<file path="src/rtl/cpu_rst_seq_pkg.sv">
// cpu_rst_seq_pkg: shared types and constants for the CPU reset sequencer.
// Holds FSM state encoding, reset cause codes, counter width, saturating inc.
package cpu_rst_seq_pkg;

  localparam int CNT_W = 16;

  typedef enum logic [1:0] {
    WAIT_LOCK = 2'd0,
    HOLD      = 2'd1,
    RUN       = 2'd2
  } state_e;

  typedef enum logic [1:0] {
    CAUSE_POR       = 2'd0,
    CAUSE_LOCK_LOSS = 2'd1,
    CAUSE_SW        = 2'd2,
    CAUSE_LOCKUP    = 2'd3
  } cause_e;

  function automatic logic [7:0] sat_inc(input logic [7:0] v);
    return (v == 8'hFF) ? v : v + 8'd1;
  endfunction

endpackage

</file>
<file path="src/rtl/cpu_rst_seq_if.sv">
// cpu_rst_seq_if: CPU-side status inputs and reset/status outputs.
// master = sequencer (lockup/halted/sw req in; rstn/ready/cause/cnt out).
interface cpu_rst_seq_if;

  logic       lockup_i;
  logic       halted_i;
  logic       sw_rst_req_i;
  logic       cpu_rstn_o;
  logic       ready_o;
  logic [1:0] rst_cause_o;
  logic [7:0] rst_cnt_o;

  modport master (
    input  lockup_i, halted_i, sw_rst_req_i,
    output cpu_rstn_o, ready_o, rst_cause_o, rst_cnt_o
  );

  modport slave (
    output lockup_i, halted_i, sw_rst_req_i,
    input  cpu_rstn_o, ready_o, rst_cause_o, rst_cnt_o
  );

endinterface

</file>
<file path="src/rtl/cpu_rst_seq_sync_2ff.sv">
// sync_2ff: two-flop synchroniser with synchronous active-high reset to 0.
// Ports: clk_i, rst_i, d_i (async input), q_o (synchronised output).
module sync_2ff (
  input  logic clk_i,
  input  logic rst_i,
  input  logic d_i,
  output logic q_o
);

  logic s1_q;
  logic s2_q;

  always_ff @(posedge clk_i) begin
    if (rst_i) begin
      s1_q <= 1'b0;
      s2_q <= 1'b0;
    end else begin
      s1_q <= d_i;
      s2_q <= s1_q;
    end
  end

  assign q_o = s2_q;

endmodule

</file>
<file path="src/rtl/cpu_rst_seq.sv">
// cpu_rst_seq: CPU reset sequencer (PLL lock qualify, hold, run, recovery).
// Ports: HCLK_i, hwRst_i, pll_lock_i, bus (cpu_rst_seq_if.master).
// Optional lockup recovery: define CPU_RST_SEQ_LOCKUP_RECOVERY_EN.
module cpu_rst_seq
  import cpu_rst_seq_pkg::*;
#(
  parameter int LOCK_STABLE_CYC    = 1024,
  parameter int RST_HOLD_CYC       = 64,
  parameter int LOCKUP_TIMEOUT_CYC = 4096
) (
  input  logic          HCLK_i,
  input  logic          hwRst_i,
  input  logic          pll_lock_i,
  cpu_rst_seq_if.master bus
);

  localparam logic [CNT_W-1:0] LOCK_RLD = CNT_W'(LOCK_STABLE_CYC - 1);
  localparam logic [CNT_W-1:0] HOLD_RLD = CNT_W'(RST_HOLD_CYC - 1);
  localparam logic [CNT_W-1:0] LK_RLD   = CNT_W'(LOCKUP_TIMEOUT_CYC - 1);
  localparam logic [CNT_W-1:0] ONE      = CNT_W'(1);

  state_e           state_q, state_d;
  logic [CNT_W-1:0] cnt_q, cnt_d;
  logic             rstn_q, rstn_d;
  cause_e           cause_q, cause_d;
  logic [7:0]       rcnt_q, rcnt_d;
  logic             lock_s;
  logic             lk_fire;
  logic             ev_v;
  cause_e           ev_c;

  sync_2ff u_sync (
    .clk_i (HCLK_i),
    .rst_i (hwRst_i),
    .d_i   (pll_lock_i),
    .q_o   (lock_s)
  );

`ifdef CPU_RST_SEQ_LOCKUP_RECOVERY_EN
  logic [CNT_W-1:0] lk_q, lk_d;

  // Only a live (not halted) lockup in RUN counts down; anything else reloads.
  always_comb begin
    lk_d    = LK_RLD;
    lk_fire = 1'b0;
    if (state_q == RUN && bus.lockup_i && !bus.halted_i) begin
      if (lk_q == '0) lk_fire = 1'b1;
      else            lk_d    = lk_q - ONE;
    end
  end

  always_ff @(posedge HCLK_i) begin
    if (hwRst_i) lk_q <= LK_RLD;
    else         lk_q <= lk_d;
  end
`else
  logic unused_lk;
  assign unused_lk = ^{bus.lockup_i, bus.halted_i, LK_RLD};
  assign lk_fire   = 1'b0;
`endif

  always_ff @(posedge HCLK_i) begin
    if (hwRst_i) begin
      state_q <= WAIT_LOCK;
      cnt_q   <= LOCK_RLD;
      rstn_q  <= 1'b0;
      cause_q <= CAUSE_POR;
      rcnt_q  <= '0;
    end else begin
      state_q <= state_d;
      cnt_q   <= cnt_d;
      rstn_q  <= rstn_d;
      cause_q <= cause_d;
      rcnt_q  <= rcnt_d;
    end
  end

  // Event priority: lock loss > sw request > lockup timeout.
  always_comb begin
    state_d = state_q;
    ev_v    = 1'b0;
    ev_c    = CAUSE_POR;
    unique case (state_q)
      WAIT_LOCK: begin
        if (lock_s && cnt_q == '0) state_d = HOLD;
      end
      HOLD: begin
        if (!lock_s) begin
          state_d = WAIT_LOCK;
          ev_v    = 1'b1;
          ev_c    = CAUSE_LOCK_LOSS;
        end else if (cnt_q == '0) begin
          state_d = RUN;
        end
      end
      RUN: begin
        if (!lock_s) begin
          state_d = WAIT_LOCK;
          ev_v    = 1'b1;
          ev_c    = CAUSE_LOCK_LOSS;
        end else if (bus.sw_rst_req_i) begin
          state_d = HOLD;
          ev_v    = 1'b1;
          ev_c    = CAUSE_SW;
        end else if (lk_fire) begin
          state_d = HOLD;
          ev_v    = 1'b1;
          ev_c    = CAUSE_LOCKUP;
        end
      end
      default: state_d = WAIT_LOCK;
    endcase
  end

  // The shared counter counts lock stability in WAIT_LOCK and hold time in
  // HOLD; a stay in either state implies cnt_q is nonzero.
  always_comb begin
    cnt_d   = cnt_q;
    cause_d = cause_q;
    rcnt_d  = rcnt_q;
    rstn_d  = (state_d == RUN);
    unique case (state_d)
      WAIT_LOCK: cnt_d = lock_s ? cnt_q - ONE : LOCK_RLD;
      HOLD:      cnt_d = (state_q == HOLD) ? cnt_q - ONE : HOLD_RLD;
      default:   cnt_d = cnt_q;
    endcase
    if (ev_v) begin
      cause_d = ev_c;
      rcnt_d  = sat_inc(rcnt_q);
    end
  end

  assign bus.cpu_rstn_o  = rstn_q;
  assign bus.ready_o     = (state_q == RUN);
  assign bus.rst_cause_o = cause_q;
  assign bus.rst_cnt_o   = rcnt_q;

endmodule

</file>
<file path="src/flat_wrapper.sv">
// flat-port wrapper written by rule: the top's interface ports become plain ports
module cpu_rst_seq_flat import cpu_rst_seq_pkg::*;
#(
  parameter int LOCK_STABLE_CYC    = 1024,
  parameter int RST_HOLD_CYC       = 64,
  parameter int LOCKUP_TIMEOUT_CYC = 4096
)
  (HCLK_i, hwRst_i, pll_lock_i, bus_lockup_i, bus_halted_i, bus_sw_rst_req_i, bus_cpu_rstn_o, bus_ready_o, bus_rst_cause_o, bus_rst_cnt_o);
  cpu_rst_seq_if bus_i ();
  input  logic HCLK_i;
  input  logic hwRst_i;
  input  logic pll_lock_i;
  input wire logic [$bits(bus_i.lockup_i)-1:0] bus_lockup_i;
  input wire logic [$bits(bus_i.halted_i)-1:0] bus_halted_i;
  input wire logic [$bits(bus_i.sw_rst_req_i)-1:0] bus_sw_rst_req_i;
  output wire logic [$bits(bus_i.cpu_rstn_o)-1:0] bus_cpu_rstn_o;
  output wire logic [$bits(bus_i.ready_o)-1:0] bus_ready_o;
  output wire logic [$bits(bus_i.rst_cause_o)-1:0] bus_rst_cause_o;
  output wire logic [$bits(bus_i.rst_cnt_o)-1:0] bus_rst_cnt_o;
  assign bus_i.lockup_i = bus_lockup_i;
  assign bus_i.halted_i = bus_halted_i;
  assign bus_i.sw_rst_req_i = bus_sw_rst_req_i;
  assign bus_cpu_rstn_o = bus_i.cpu_rstn_o;
  assign bus_ready_o = bus_i.ready_o;
  assign bus_rst_cause_o = bus_i.rst_cause_o;
  assign bus_rst_cnt_o = bus_i.rst_cnt_o;
  cpu_rst_seq #(.LOCK_STABLE_CYC(LOCK_STABLE_CYC), .RST_HOLD_CYC(RST_HOLD_CYC), .LOCKUP_TIMEOUT_CYC(LOCKUP_TIMEOUT_CYC)) u_core (.HCLK_i(HCLK_i), .hwRst_i(hwRst_i), .pll_lock_i(pll_lock_i), .bus(bus_i));
endmodule
</file>
<file path="config.mk">
export PLATFORM = sky130hd
export DESIGN_NAME = cpu_rst_seq_flat
export DESIGN_NICKNAME = d
export VERILOG_FILES = /design/src/rtl/cpu_rst_seq_pkg.sv /design/src/rtl/cpu_rst_seq_if.sv /design/src/rtl/cpu_rst_seq_sync_2ff.sv /design/src/rtl/cpu_rst_seq.sv /design/src/flat_wrapper.sv
export SDC_FILE = /design/constraint.sdc
export NUM_CORES = 1
export LEC_CHECK = 0
export BUFFER_PORTS_ARGS = -buffer_cell sky130_fd_sc_hd__buf_2
export CORE_ASPECT_RATIO = 2
export CORE_MARGIN = 2
export CORE_UTILIZATION = 60
export CTS_BUF_LIST = sky130_fd_sc_hd__clkbuf_8
export CTS_CLUSTER_DIAMETER = 80
export DETAILED_ROUTE_END_ITERATION = 7
export PLACE_DENSITY = 0.92
export SLEW_MARGIN = 20
export SYNTH_ARGS = -nofsm -noshare
export SYNTH_HDL_FRONTEND = slang
export SYNTH_SLANG_ARGS = --single-unit
</file>
<file path="constraint.sdc">
create_clock -name HCLK_i -period 5.25 [get_ports HCLK_i]
set_input_delay 0 -clock HCLK_i [delete_from_list [all_inputs] [get_ports HCLK_i]]
set_output_delay 0 -clock HCLK_i [all_outputs]
set_load 0.1 [all_outputs]
</file>
======== After elaboration in Yosys (flattened, before gate mapping) ========
Cells that the tools add are included.
storage, ports and cells
  output and inout bits ................... 12
  register bits ........................... 31
  word-level logic and storage cells ...... 38
  memories ................................ 0
  bits in writable memories ............... 0
  bits in read-only memories .............. 0
  latch bits .............................. 0
  input bits .............................. 6
operators by class
  shifts and indexed selects .............. 0
  $mul .................................... 0
  div/mod/pow operators ................... 0
  reduce and logical (&&, ||, !) cells .... 6
  magnitude comparators ................... 0
  add/subtract/negate cells ............... 2
  bitwise operators ....................... 1
  muxes and demuxes ....................... 17
  equal/unequal tests ..................... 5
operators with widths
  kind                   count
  $mux 16                2
  $pmux 16 s2            1
  $logic_not 16->1       1
  $sub 16x1->16 const B  1
  $mux 2                 7
  $add 8x1->8 const B    1
  $eq 8x8->1 const B     1
  $pmux 2 s3             1
  $eq 2x1->1 const B     2
  $eq 2x2->1 const B     2
  $logic_not 2->1        2
  $mux 1                 4
  $pmux 2 s2             1
  $pmux 1 s2             1
  $reduce_and 2->1       1
  $reduce_bool 2->1      1
  $logic_and 1x1->1      1
  $not 1->1              1

======== Longest topological paths before layout ========
Gate-level depths: netlist of run 1.
  word-level depth ........................ 6
  mapped depth ............................ 10
  mapped depth without buffers ............ 8

======== By module ========
A second synthesis of run 1 with hierarchy kept.
second synthesis, totals
  cell total of the unflattened synthesis .. 192
  area, all modules ....................... 1716.6 um2
modules (own cells, without submodules)
  module       cells each  times used  seq. area each (um2)  area each (um2)
  cpu_rst_seq  188         1           580.6                 1664.1
  sync_2ff     4           1           40.0                  52.6

======== Worst setup path before layout of run 1 ========
OpenSTA, ideal clock, no wires.
  path type ............................... register to register
  start point ............................. reg u_core.cnt_q[0]
  end point ............................... reg u_core.cnt_q[9]
  library setup time ...................... 0.122 ns
  period minus slack after synthesis ...... 2.852 ns
  buffers on the path ..................... 2
  stages on the path, launching flop included .. 11
  required time ........................... 5.128 ns
  data arrival time ....................... 2.730 ns
  setup slack ............................. 2.398 ns
  cell sequence ........................... dfxtp_1 -> inv_1 -> ha_1 -> or4bb_1 -> or4_4 -> or3_1 -> buf_6 -> and2_4 -> buf_6 -> a31o_4 -> a221o_1
between the ends
  cells in the longest elaborated chain, start to end .. 6
  elaborated cells between the ends (all ways) .. 13
ends and longest elaborated chain
  element                                           line                                  RTL
  from (decl)                                       cpu_rst_seq.sv:23                     logic [CNT_W-1:0] cnt_q, cnt_d;
  from (signal assigned)                            cpu_rst_seq.sv:71                     cnt_q <= cnt_d;
  $logic_not 16->1                                  cpu_rst_seq.sv:85, cpu_rst_seq.sv:92
  $mux 2 or $logic_and 1x1->1 (tied branches)       cpu_rst_seq.sv:92, cpu_rst_seq.sv:85
  $mux 2 (on tied branches)                         cpu_rst_seq.sv:88, cpu_rst_seq.sv:85
  $pmux 2 s3                                        cpu_rst_seq.sv:83                     unique case (state_q)
  $eq 2x1->1 or $logic_not 2->1 (tied branches)     cpu_rst_seq.sv:122                    unique case (state_d)
  $pmux 16 s2 or $reduce_bool 2->1 (tied branches)  n/a
Several ways; a longest one is shown, not always the timed one.
A chain may end at the register's enable or synchronous reset.

======== Worst setup path after layout of run 1 ========
  start point ............................. reg u_core.u_sync.s2_q (netlist: u_core.u_sync.q_o)
  end point ............................... reg u_core.cnt_q[9]
between the ends
  cells in the longest elaborated chain, start to end .. 5
  elaborated cells between the ends (all ways) .. 10
ends and longest elaborated chain
  element                                           line                        RTL
  from (decl)                                       cpu_rst_seq_sync_2ff.sv:11  logic s2_q;
  from (signal assigned)                            cpu_rst_seq_sync_2ff.sv:19  s2_q <= s1_q;
  $logic_and 1x1->1                                 cpu_rst_seq.sv:85           if (lock_s && cnt_q == '0) state_d = HOLD;
  $mux 2                                            cpu_rst_seq.sv:85
  $pmux 2 s3                                        cpu_rst_seq.sv:83
  $eq 2x1->1 or $logic_not 2->1 (tied branches)     cpu_rst_seq.sv:122
  $pmux 16 s2 or $reduce_bool 2->1 (tied branches)  n/a
Several ways; a longest one is shown, not always the timed one.

==> results of run 1 <==
synthesized netlist by cell type (2+ instances only):
cell,number
a211oi_1,3
a21boi_1,3
a21oi_1,6
a311oi_1,3
and3_1,6
buf_2,2
buf_6,2
dfxtp_1,31
ha_1,6
inv_1,9
nand2_1,9
nand2b_1,3
nand3_1,8
nand4_1,7
nand4b_1,2
nor2_1,17
nor2b_1,3
nor3_1,9
nor4_1,2
o21ai_0,12
o21bai_1,3
o31ai_1,3
or2_2,2
or3_2,2
or4_1,5
or4_4,2
xor2_1,12
path summary, 6_finish.rpt:
| check | startpoint | endpoint | slack, ns | cells past startpoint |
|---|---|---|---|---|
| worst max-delay path | u_core.u_sync.q_o | u_core.cnt_q[9] | 2.09 | 6 |
| worst min-delay path | hwRst_i | u_core.bus.rst_cnt_o[5] | 0.12 | 2 |
| worst max register to register | u_core.u_sync.q_o | u_core.cnt_q[9] | 2.09 | 6 |
| worst min register to register | u_core.u_sync.s1_q | u_core.u_sync.q_o | 0.44 | 1 |
power by group through the flow:
stage	combinational (mW)	sequential, mW	clock [mW]
after floorplan	0.00700	0.242	0
after global placement	0.00891	0.242	0
after detailed placement	0.00912	0.242	0
after CTS	0.00990	0.237	0.191
after global routing	0.0108	0.237	0.203
final	0.0101	0.237	0.192
worst max-delay path: cells and delay by family (launching register included):
family	cells	cell delay, ns
AOI/OAI and AO/OA	4	1.47
and+or+nand+nor	2	1.06
DFF	1	0.52
per-stage QoR:
stage               util, %  worst slack [ns]
global route           68.5              1.91
CTS                    68.3              2.11
global placement       64.7              2.20
detailed placement     64.7              2.14
finish                 68.5              2.09
floorplan                 -              2.40
registers in the layout, indices dropped and copies added, names as in the netlist:
signal	count
u_core.cnt_q	16
u_core.state_q	2
u_core.bus.cpu_rstn_o	1
u_core.u_sync.q_o	1
u_core.u_sync.s1_q	1
u_core.bus.rst_cause_o	2
u_core.bus.rst_cnt_o	8
final cells by class:
cell class / count / area, sq um
Clock buffer: 6 / 82.6
Clock inverter: 1 / 5.00
Fill cell: 216 / 861
Inverter: 10 / 37.5
Multi-Input combinational cell: 147 / 1010
Sequential cell: 31 / 621
Tap cell: 29 / 36.3
Timing Repair Buffer: 16 / 85.1
metal layers:
metal,share of wire (%),wire length [um]
met1,35,1450
met4,3.8,156
met2,57,2350
met5,0,0
met3,3.8,157
kinds of logic (layout without fill, tap and decap cells):
family | after synthesis | after routing | synth area share (%)
fa+ha+maj | 6 | 6 | 4.42
simple gates | 83 | 83 | 27.7
mux | 1 | 1 | 0.590
buf+inv | 15 | 33 | 4.35
xor+xnor | 13 | 13 | 6.71
compound gates | 44 | 44 | 19.7
flops | 31 | 31 | 36.6
==> results.txt, run 1 <==
die height = 79.2 um
Root Driver = clkbuf_8
slew margin rel. = 58.1%
post-synthesis sequential area ratio = 36.6%
CTS Sinks = 31
Synth top area share = 36.6%
post-cts resize count = 0
Clock power frac = 43.7%
first-pass GRT wire length = 6.77 mm
Psw = 0.0965 mW
number of buffers created by CTS = 5
PortBufs = 15
Cell Pwr Density = 234 nW/um^2
final hold vios = 0
Final Critical Period = 3.16 ns
Hold Path Class = primary input to register
Syn Nets = 205
Setup-failing EPs final = 0
final period utilization = 60.1%
drt drc = 0
Slew @ Worst Pin = 0.629 ns
all-layer global routing usage = 27.1%
number of global-route vias before repair = 1512
mapped cell area = 1700 sq um
fraction of registers with async set/reset = 0%
number of synthesized flops with an enable pin = 0
CTS tree = yes
Non-Filler Instances = 240
Layout Nets = 223
Max rail drop VDD = 185 uV
Power Internal = 0.343 mW
WL final = 4.12 mm
Mapped Cells = 193
worst-case clock buffer depth = 2
warnings from Yosys = 0
via/cell ratio = 6.50
global placement routability congestion = 0.833
crit-path max FO = 9
Reg clk slew, reported paths = 0.06 ns
top area cells in the synthesized netlist = dfxtp_1 (37%), xor2_1 (6.2%), ha_1 (4.4%)
Initial DRC Count = 79
via count = 1559
Final TNS setup = 0 ns
CP peak stage delay = 0.54 ns
Max Cap Viol = 0
dpl cells = 232
synthesized area per cell = 8.79 sq um
M2 GR Usage = 51.7%
Power Total = 0.439 mW
cell taking the most area after synthesis = dfxtp_1
required time worst endpoint = 5.42 ns
startpoint types = register
hold_ws = 0.118 ns
Primary FF master, synth = dfxtp_1
status = finished clean
met3 usage = 5.91%
Initial Util = 62.0%
fraction of power spent switching nets = 22.0%
leading cell types in the layout, fill and taps excluded = dfxtp_1 (31), nor2_1 (17), buf_2 (15)
maximum number of pins on one net before global-route repair = 21
hpwl dp = 2.93 mm
fin area = 1880 sq um
share of layout cells above drive strength 1 = 17.5%
n_diodes = 0
htree depth = 2
RSZ-0062 raised after global routing = no
die outline width = 41.6 um
Core Region = 2740 sq um
drt pass-1 iters = 7
gr busiest metal = met2
most common cell after layout, fill and taps aside = dfxtp_1
CP Class = register to register
row cnt = 27
crit path max-delay cell type = or4_4
Max Clock Skew = 0.00472 ns
WL per Instance = 17.2 um
count of different cell masters after synthesis = 48
final max-slew violation count = 0
Seq cells post-synth = 31
Max Fclk = 317 MHz
Synth-to-Final Area Change = 10.5%
hold buffer count at cts = 1
met1 GRT Util = 24.8%
final antenna-violating net count = 0
initial antenna violation count = 0
critical-path cell list = or4bb_1 -> or4_4 -> a311oi_1 -> a21boi_2 -> o21ai_0 -> a221o_1
Die ar. = 3290 sq um
share of power burned in registers = 54.0%
P_leak = 0.715 nW
clk_lat worst skew = 0.29 ns
Logic pwr share = 2.3%
Critical Path AT = 3.33 ns
GR Overflow Total = 0
Ports = 18
Post-CTS Setup Inserts = 0
placed cell areas = 1770 sq um
Crit. End Element = register
No activity file was read; power rests on OpenSTA's default activity.
==> run 2: changes to the inputs <==
Clock period 5.25 ns to 3.22 ns, I/O delays scaled along.
==> results.txt, run 2 (synthesized netlist as in run 1, its figures left out) <==
register area = 621 sq um (unchanged)
maximum number of pins on one net before global-route repair = 21 (unchanged)
hold buffer count at cts = 1 (unchanged)
worst-case clock buffer depth = 2 (unchanged)
RSZ-0062 raised after global routing = no (unchanged)
Ports = 18 (unchanged)
final period utilization = 93.1% (was 60.1%)
WL per Instance = 15.8 um (was 17.2 um)
CP startpoint = u_core.cnt_q[0] (was u_core.u_sync.q_o)
final max-slew violation count = 0 (unchanged)
Post-CTS Setup Inserts = 0 (unchanged)
row cnt = 27 (unchanged)
Core Region = 2740 sq um (unchanged)
Power Total = 0.695 mW (was 0.439 mW)
Hold Path Class = primary input to register (unchanged)
crit-path max FO = 7 (was 9)
largest reg by FF count = u_core.cnt_q (unchanged)
multi-input logic area = 1000 sq um (was 1010 sq um)
leading cell types in the layout, fill and taps excluded = dfxtp_1 (31), nor2_1 (17), buf_2 (15) (unchanged)
Synth-to-Final Area Change = 11.6% (was 10.5%)
r2r endpoint = u_core.cnt_q[9] (unchanged)
Die ar. = 3290 sq um (unchanged)
crit path max-delay cell type = or4_4 (unchanged)
dpl ws = 0.278 ns (was 2.14 ns)
status = finished clean (unchanged)
n_diodes = 0 (unchanged)
Cell Pwr Density = 367 nW/um^2 (was 234 nW/um^2)
Initial DRC Count = 33 (was 79)
share of layout cells above drive strength 1 = 18.1% (was 17.5%)
clk_lat worst skew = 0.28 ns (was 0.29 ns)
number of global-route vias before repair = 1561 (was 1512)
Worst R2R Path Depth = 8 (was 6)
via count = 1552 (was 1559)
WL final = 3.88 mm (was 4.12 mm)
htree depth = 2 (unchanged)
critical-path cell list = inv_1 -> ha_1 -> or4bb_1 -> or4_4 -> a311oi_1 -> a21boi_2 -> o21ai_0 -> a221o_1 (was or4bb_1 -> or4_4 -> a311oi_1 -> a21boi_2 -> o21ai_0 -> a221o_1)
CTS Sinks = 31 (unchanged)
startpoint types = register (unchanged)
drt pass-1 iters = 4 (was 7)
first-pass GRT wire length = 6.71 mm (was 6.77 mm)
required time worst endpoint = 3.39 ns (was 5.42 ns)
P_leak = 0.739 nW (was 0.715 nW)
Reg clk slew, reported paths = 0.07 ns (was 0.06 ns)
hpwl dp = 2.93 mm (about the same)
Max rail drop VDD = 362 uV (was 185 uV)
number of buffers created by CTS = 5 (unchanged)
Initial Util = 62.0% (unchanged)
Final TNS setup = 0 ns (unchanged)
post-cts resize count = 0 (unchanged)
all-layer global routing usage = 26.2% (was 27.1%)
PortBufs = 15 (unchanged)
most common cell after layout, fill and taps aside = dfxtp_1 (unchanged)
Max Cap Viol = 0 (unchanged)
Reg-to-Reg Start = u_core.cnt_q[0] (was u_core.u_sync.q_o)
GR Overflow Total = 0 (unchanged)
Critical path destination = u_core.cnt_q[9] (unchanged)
initial antenna violation count = 0 (unchanged)
global placement routability congestion = 0.887 (was 0.833)
Critical Path AT = 3.17 ns (was 3.33 ns)
CTS tree = yes (unchanged)
Max Clock Skew = 0.00377 ns (was 0.00472 ns)
Filler Cell Count = 217 (was 216)
Setup-failing EPs final = 0 (unchanged)
worst reg-to-reg setup slack = 0.22 ns (was 2.09 ns)
slew margin rel. = 61.5% (was 58.1%)
Crit. End Element = register (unchanged)
Slew @ Worst Pin = 0.572 ns (was 0.629 ns)
Root Driver = clkbuf_8 (unchanged)
via/cell ratio = 6.33 (was 6.50)
fin worst setup slack = 0.223 ns (was 2.09 ns)
Max Fclk = 334 MHz (was 317 MHz)
final hold vios = 0 (unchanged)
drt drc = 0 (unchanged)
max FFs per register = 16 (unchanged)
final antenna-violating net count = 0 (unchanged)
die outline width = 41.6 um (unchanged)
CP peak stage delay = 0.54 ns (about the same)
Layout Nets = 227 (was 223)
CP Class = register to register (unchanged)
Final Critical Period = 3.00 ns (was 3.16 ns)
die height = 79.2 um (unchanged)
-- run 2: report_power, final --
part           internal (mW)  total, mW  switching (mW)  leakage (nW)
Sequential             0.385      0.386        0.000658         0.251
Clock                  0.145      0.292           0.147        0.0505
Combinational        0.00681     0.0175          0.0107         0.438
Total                  0.537      0.695           0.158         0.739
-- run 2: worst min path at each step --
stage          startpoint                       to  slack [ns]  cells after the start
4_1_cts           hwRst_i  u_core.bus.rst_cnt_o[0]        0.13                      2
6_report          hwRst_i  u_core.bus.rst_cnt_o[4]        0.13                      2
3_5_place_dp   pll_lock_i       u_core.u_sync.s1_q        0.22                      2
3_3_place_gp   pll_lock_i       u_core.u_sync.s1_q        0.21                      2
5_1_grt           hwRst_i  u_core.bus.rst_cnt_o[1]        0.13                      2
2_1_floorplan     hwRst_i          u_core.cnt_q[2]         0.1                      2
-- run 2: layer usage --
metal  track usage, %  up-vias  share of wire [%]
li1                 -      755                  -
met1             24.7      745                 37
met2             50.2       38                 56
met3             5.00       14                2.7
met4             15.2        0                4.1
met5                0        -                  0
-- run 2: layout make-up --
class / count / share of cell area (%)
inverter: 10 / 1.98
clock buffer: 5 / 3.64
clock inverter: 3 / 0.661
tap: 29 / 1.92
sequential: 31 / 32.8
multi-input combinational: 147 / 52.9
timing repair buffer: 20 / 6.08
-- run 2: worst max-delay path: cells and delay by family, from the launching register on --
family | cells | cell delay (ns)
AOI/OAI and AO/OA | 4 | 1.28
adders and majority gates | 1 | 0.25
buffers and inverters | 1 | 0.08
DFF | 1 | 0.32
and+or+nand+nor | 2 | 0.96
-- run 2: per-stage QoR --
stage	util (%)	hold slack, ns	std cells	instance area (sq um)
after floorplan	-	0.0989	193	1700
after global placement	65.8	0.207	236	1800
after detailed placement	65.8	0.225	236	1800
after CTS	69.2	0.127	245	1890
after global routing	69.2	0.133	245	1890
final	69.2	0.126	245	1890
==> run 3: changes to the inputs <==
Settings changed: ABC_AREA set to 1.
==> results.txt, run 3 <==
max FFs per register = 16 (unchanged)
all-layer global routing usage = 25.2% (was 26.2%)
Cell Pwr Density = 379 nW/um^2 (was 367 nW/um^2)
Power Internal = 0.558 mW (was 0.537 mW)
Ports = 18 (unchanged)
startpoint types = register (unchanged)
Core Region = 2700 sq um (was 2740 sq um)
Non-Filler Instances = 279 (was 245)
worst-case clock buffer depth = 2 (unchanged)
Root Driver = clkbuf_8 (unchanged)
Synth-to-Final Area Change = 11.6% (about the same)
crit path max-delay cell type = dfxtp_1 (was or4_4)
drt drc = 0 (unchanged)
most common cell after layout, fill and taps aside = nand2_1 (was dfxtp_1)
drt pass-1 iters = 4 (unchanged)
CTS tree = yes (unchanged)
Reg clk slew, reported paths = 0.06 ns (was 0.07 ns)
htree depth = 2 (unchanged)
global placement routability congestion = 0.839 (was 0.887)
Initial DRC Count = 19 (was 33)
initial antenna violation count = 0 (unchanged)
Mapped Cells = 229 (was 193)
critical-path cell list = inv_1 -> ha_1 -> nand2_2 -> nor2_4 -> nand2_1 -> nand2_1 -> nand2_1 -> nand3_2 -> nand2_2 -> nor2_4 -> inv_2 -> or2_0 -> nand2_1 -> inv_1 (was inv_1 -> ha_1 -> or4bb_1 -> or4_4 -> a311oi_1 -> a21boi_2 -> o21ai_0 -> a221o_1)
CP startpoint = u_core.cnt_q[0] (unchanged)
cell taking the most area after synthesis = dfxtp_1 (unchanged)
final max-slew violation count = 0 (unchanged)
final period utilization = 64.8% (was 93.1%)
GR Overflow Total = 0 (unchanged)
Final Critical Period = 2.09 ns (was 3.00 ns)
Final TNS setup = 0 ns (unchanged)
Power Total = 0.710 mW (was 0.695 mW)
Hold Startpoint = hwRst_i (unchanged)
WL per Instance = 11.5 um (was 15.8 um)
worst reg-to-reg setup slack = 1.13 ns (was 0.22 ns)
leading cell types in the layout, fill and taps excluded = nand2_1 (44), inv_1 (31), dfxtp_1 (31) (was dfxtp_1 (31), nor2_1 (17), buf_2 (15))
dpl ws = 1.14 ns (was 0.278 ns)
Critical Path AT = 2.27 ns (was 3.17 ns)
PortBufs = 15 (unchanged)
count of different cell masters after synthesis = 29 (was 48)
dpl cells = 271 (was 236)
Layout Nets = 262 (was 227)
number of global-route vias before repair = 1483 (was 1561)
hold-critical path depth = 2 (unchanged)
die height = 78.8 um (was 79.2 um)
via/cell ratio = 5.31 (was 6.33)
number of buffers created by CTS = 5 (unchanged)
hpwl dp = 2.47 mm (was 2.93 mm)
via count = 1482 (was 1552)
status = finished clean (unchanged)
slew margin rel. = 65.7% (was 61.5%)
clk_lat worst skew = 0.28 ns (about the same)
synth cell count leaders = nand2_1 (44), dfxtp_1 (31), inv_1 (31) (was dfxtp_1 (31), nor2_1 (17), o21ai_0 (12), xor2_1 (12))
warnings from Yosys = 0 (unchanged)
P_leak = 0.888 nW (was 0.739 nW)
row cnt = 27 (unchanged)
Setup-failing EPs final = 0 (unchanged)
Syn Nets = 241 (was 205)
first-pass GRT wire length = 5.80 mm (was 6.71 mm)
maximum number of pins on one net before global-route repair = 12 (was 21)
metal1 wirelength = 1.21 mm (was 1.44 mm)
largest reg by FF count = u_core.cnt_q (unchanged)
RSZ-0062 raised after global routing = no (unchanged)
Worst R2R Path Depth = 14 (was 8)
CTS Sinks = 31 (unchanged)
Psw = 0.152 mW (was 0.158 mW)
most common cell in the synthesized netlist = nand2_1 (was dfxtp_1)
WL final = 3.22 mm (was 3.88 mm)
mapped cell area = 1680 sq um (was 1700 sq um)
top area cells in the synthesized netlist = dfxtp_1 (37%), nand2_1 (9.8%), inv_1 (6.9%) (was dfxtp_1 (37%), xor2_1 (6.2%), ha_1 (4.4%))
final hold vios = 0 (unchanged)
CP most frequent cell = nand2_1
Logic pwr share = 2.8% (was 2.5%)
DR WL met3 = 107 um (was 103 um)
Initial Util = 62.1% (was 62.0%)
Die ar. = 3260 sq um (was 3290 sq um)
Filler Cell Count = 218 (was 217)
final antenna-violating net count = 0 (unchanged)
post-cts resize count = 0 (unchanged)
Clock power frac = 42.9% (was 42.0%)
fraction of power spent switching nets = 21.4% (was 22.8%)
n_diodes = 0 (unchanged)
r2r endpoint = u_core.cnt_q[7] (was u_core.cnt_q[9])
number of synthesized flops with an enable pin = 0 (unchanged)
Max Fclk = 479 MHz (was 334 MHz)
Crit. End Element = register (unchanged)
Primary FF master, synth = dfxtp_1 (unchanged)
Slew @ Worst Pin = 0.510 ns (was 0.572 ns)
synthesized area per cell = 7.33 sq um (was 8.79 sq um)
fin worst setup slack = 1.13 ns (was 0.223 ns)
crit-path max FO = 11 (was 7)
CP Class = register to register (unchanged)
share of power burned in registers = 54.4% (was 55.5%)
Synth top area share = 37.0% (was 36.6%)
CP peak stage delay = 0.31 ns (was 0.54 ns)
required time worst endpoint = 3.40 ns (was 3.39 ns)
Max rail drop VDD = 347 uV (was 362 uV)
share of layout cells above drive strength 1 = 20.0% (was 18.1%)
fraction of registers with async set/reset = 0% (unchanged)
highest metal used = met4 (unchanged)
post-synthesis sequential area ratio = 37.0% (was 36.6%)
die outline width = 41.4 um (was 41.6 um)
Hold Path Class = primary input to register (unchanged)
Reg-to-Reg Start = u_core.cnt_q[0] (unchanged)
Seq cells post-synth = 31 (unchanged)
Max Cap Viol = 0 (unchanged)
Max Clock Skew = 0.00665 ns (was 0.00377 ns)
Hold EP = u_core.state_q[0] (was u_core.bus.rst_cnt_o[4])
met2 wire len = 1.83 mm (was 2.17 mm)
## run 3: cell count changes in the layout (fill, tap and decap cells not counted), sizes merged, moves of 5 or more
cell,change
inv,+22
nand4,-7
nor2,+16
or4,-8
a21oi,+7
nor3,-5
nand2,+44
nand3,+11
and3,-5
## run 3: cell families after synthesis
logic type | Yosys count | synth area share (%)
buffers and inverters | 35 | 8.28
adder cells (fa/ha/maj) | 6 | 4.47
flip-flops | 31 | 37.0
XOR/XNOR | 12 | 6.26
AND/OR/NAND/NOR | 113 | 33.6
AO/OA/AOI/OAI | 32 | 10.4
## run 3: through the flow
step	util [%]	cell area, sq um	hold WS, ns
2_1_floorplan	-	1680	0.0789
3_3_place_gp	65.6	1770	0.219
3_5_place_dp	65.6	1770	0.220
4_1_cts	69.3	1870	0.0443
5_1_grt	69.3	1870	0.0782
6_report	69.3	1870	0.0482
## run 3: worst max-delay path: cells and delay by family (launching register included)
kind / cells / cell delay [ns]
adders and majority gates: 1 / 0.23
buffers and inverters: 3 / 0.22
DFF: 1 / 0.31
and+or+nand+nor: 10 / 1.23
## run 3: how the worst max path moves through the flow
stage,slack [ns],end,cells past startpoint
2_1_floorplan,0.61,u_core.bus.rst_cnt_o[7],12
3_3_place_gp,1.20,u_core.cnt_q[7],14
3_5_place_dp,1.14,u_core.cnt_q[7],14
4_1_cts,1.13,u_core.cnt_q[7],14
5_1_grt,0.92,u_core.bus.rst_cnt_o[7],12
6_report,1.13,u_core.cnt_q[7],14
## run 3: layout make-up
cell class,count,area (sq um),area share (%)
Tap cell,29,36.3,1.94
Clock buffer,6,82.6,4.41
Inverter,33,124,6.62
Sequential cell,31,621,33.2
Multi-Input combinational cell,163,918,49.1
Clock inverter,1,5.00,0.267
Timing Repair Buffer,16,85.1,4.55
## run 3: repair_timing
action,4_1_cts,5_1_grt
endpoints found under the hold margin,1,0
endpoints found under the setup margin,0,0
hold buffers,1,0
setup buffers,0,0
## run 3: layer usage
layer	vias to the layer above	GRT usage [%]
met3	7	5.87
met4	0	11.9
met1	684	25.9
met2	25	43.8
li1	766	-
met5	-	0
## run 3: power groups by stage
| stage | registers, mW | clock network [mW] | logic, mW |
|---|---|---|---|
| 3_5_place_dp | 0.395 | 0 | 0.0184 |
| 2_1_floorplan | 0.394 | 0 | 0.0126 |
| 3_3_place_gp | 0.395 | 0 | 0.0180 |
| 6_report | 0.386 | 0.304 | 0.0195 |
| 5_1_grt | 0.386 | 0.321 | 0.0223 |
| 4_1_cts | 0.386 | 0.309 | 0.0193 |
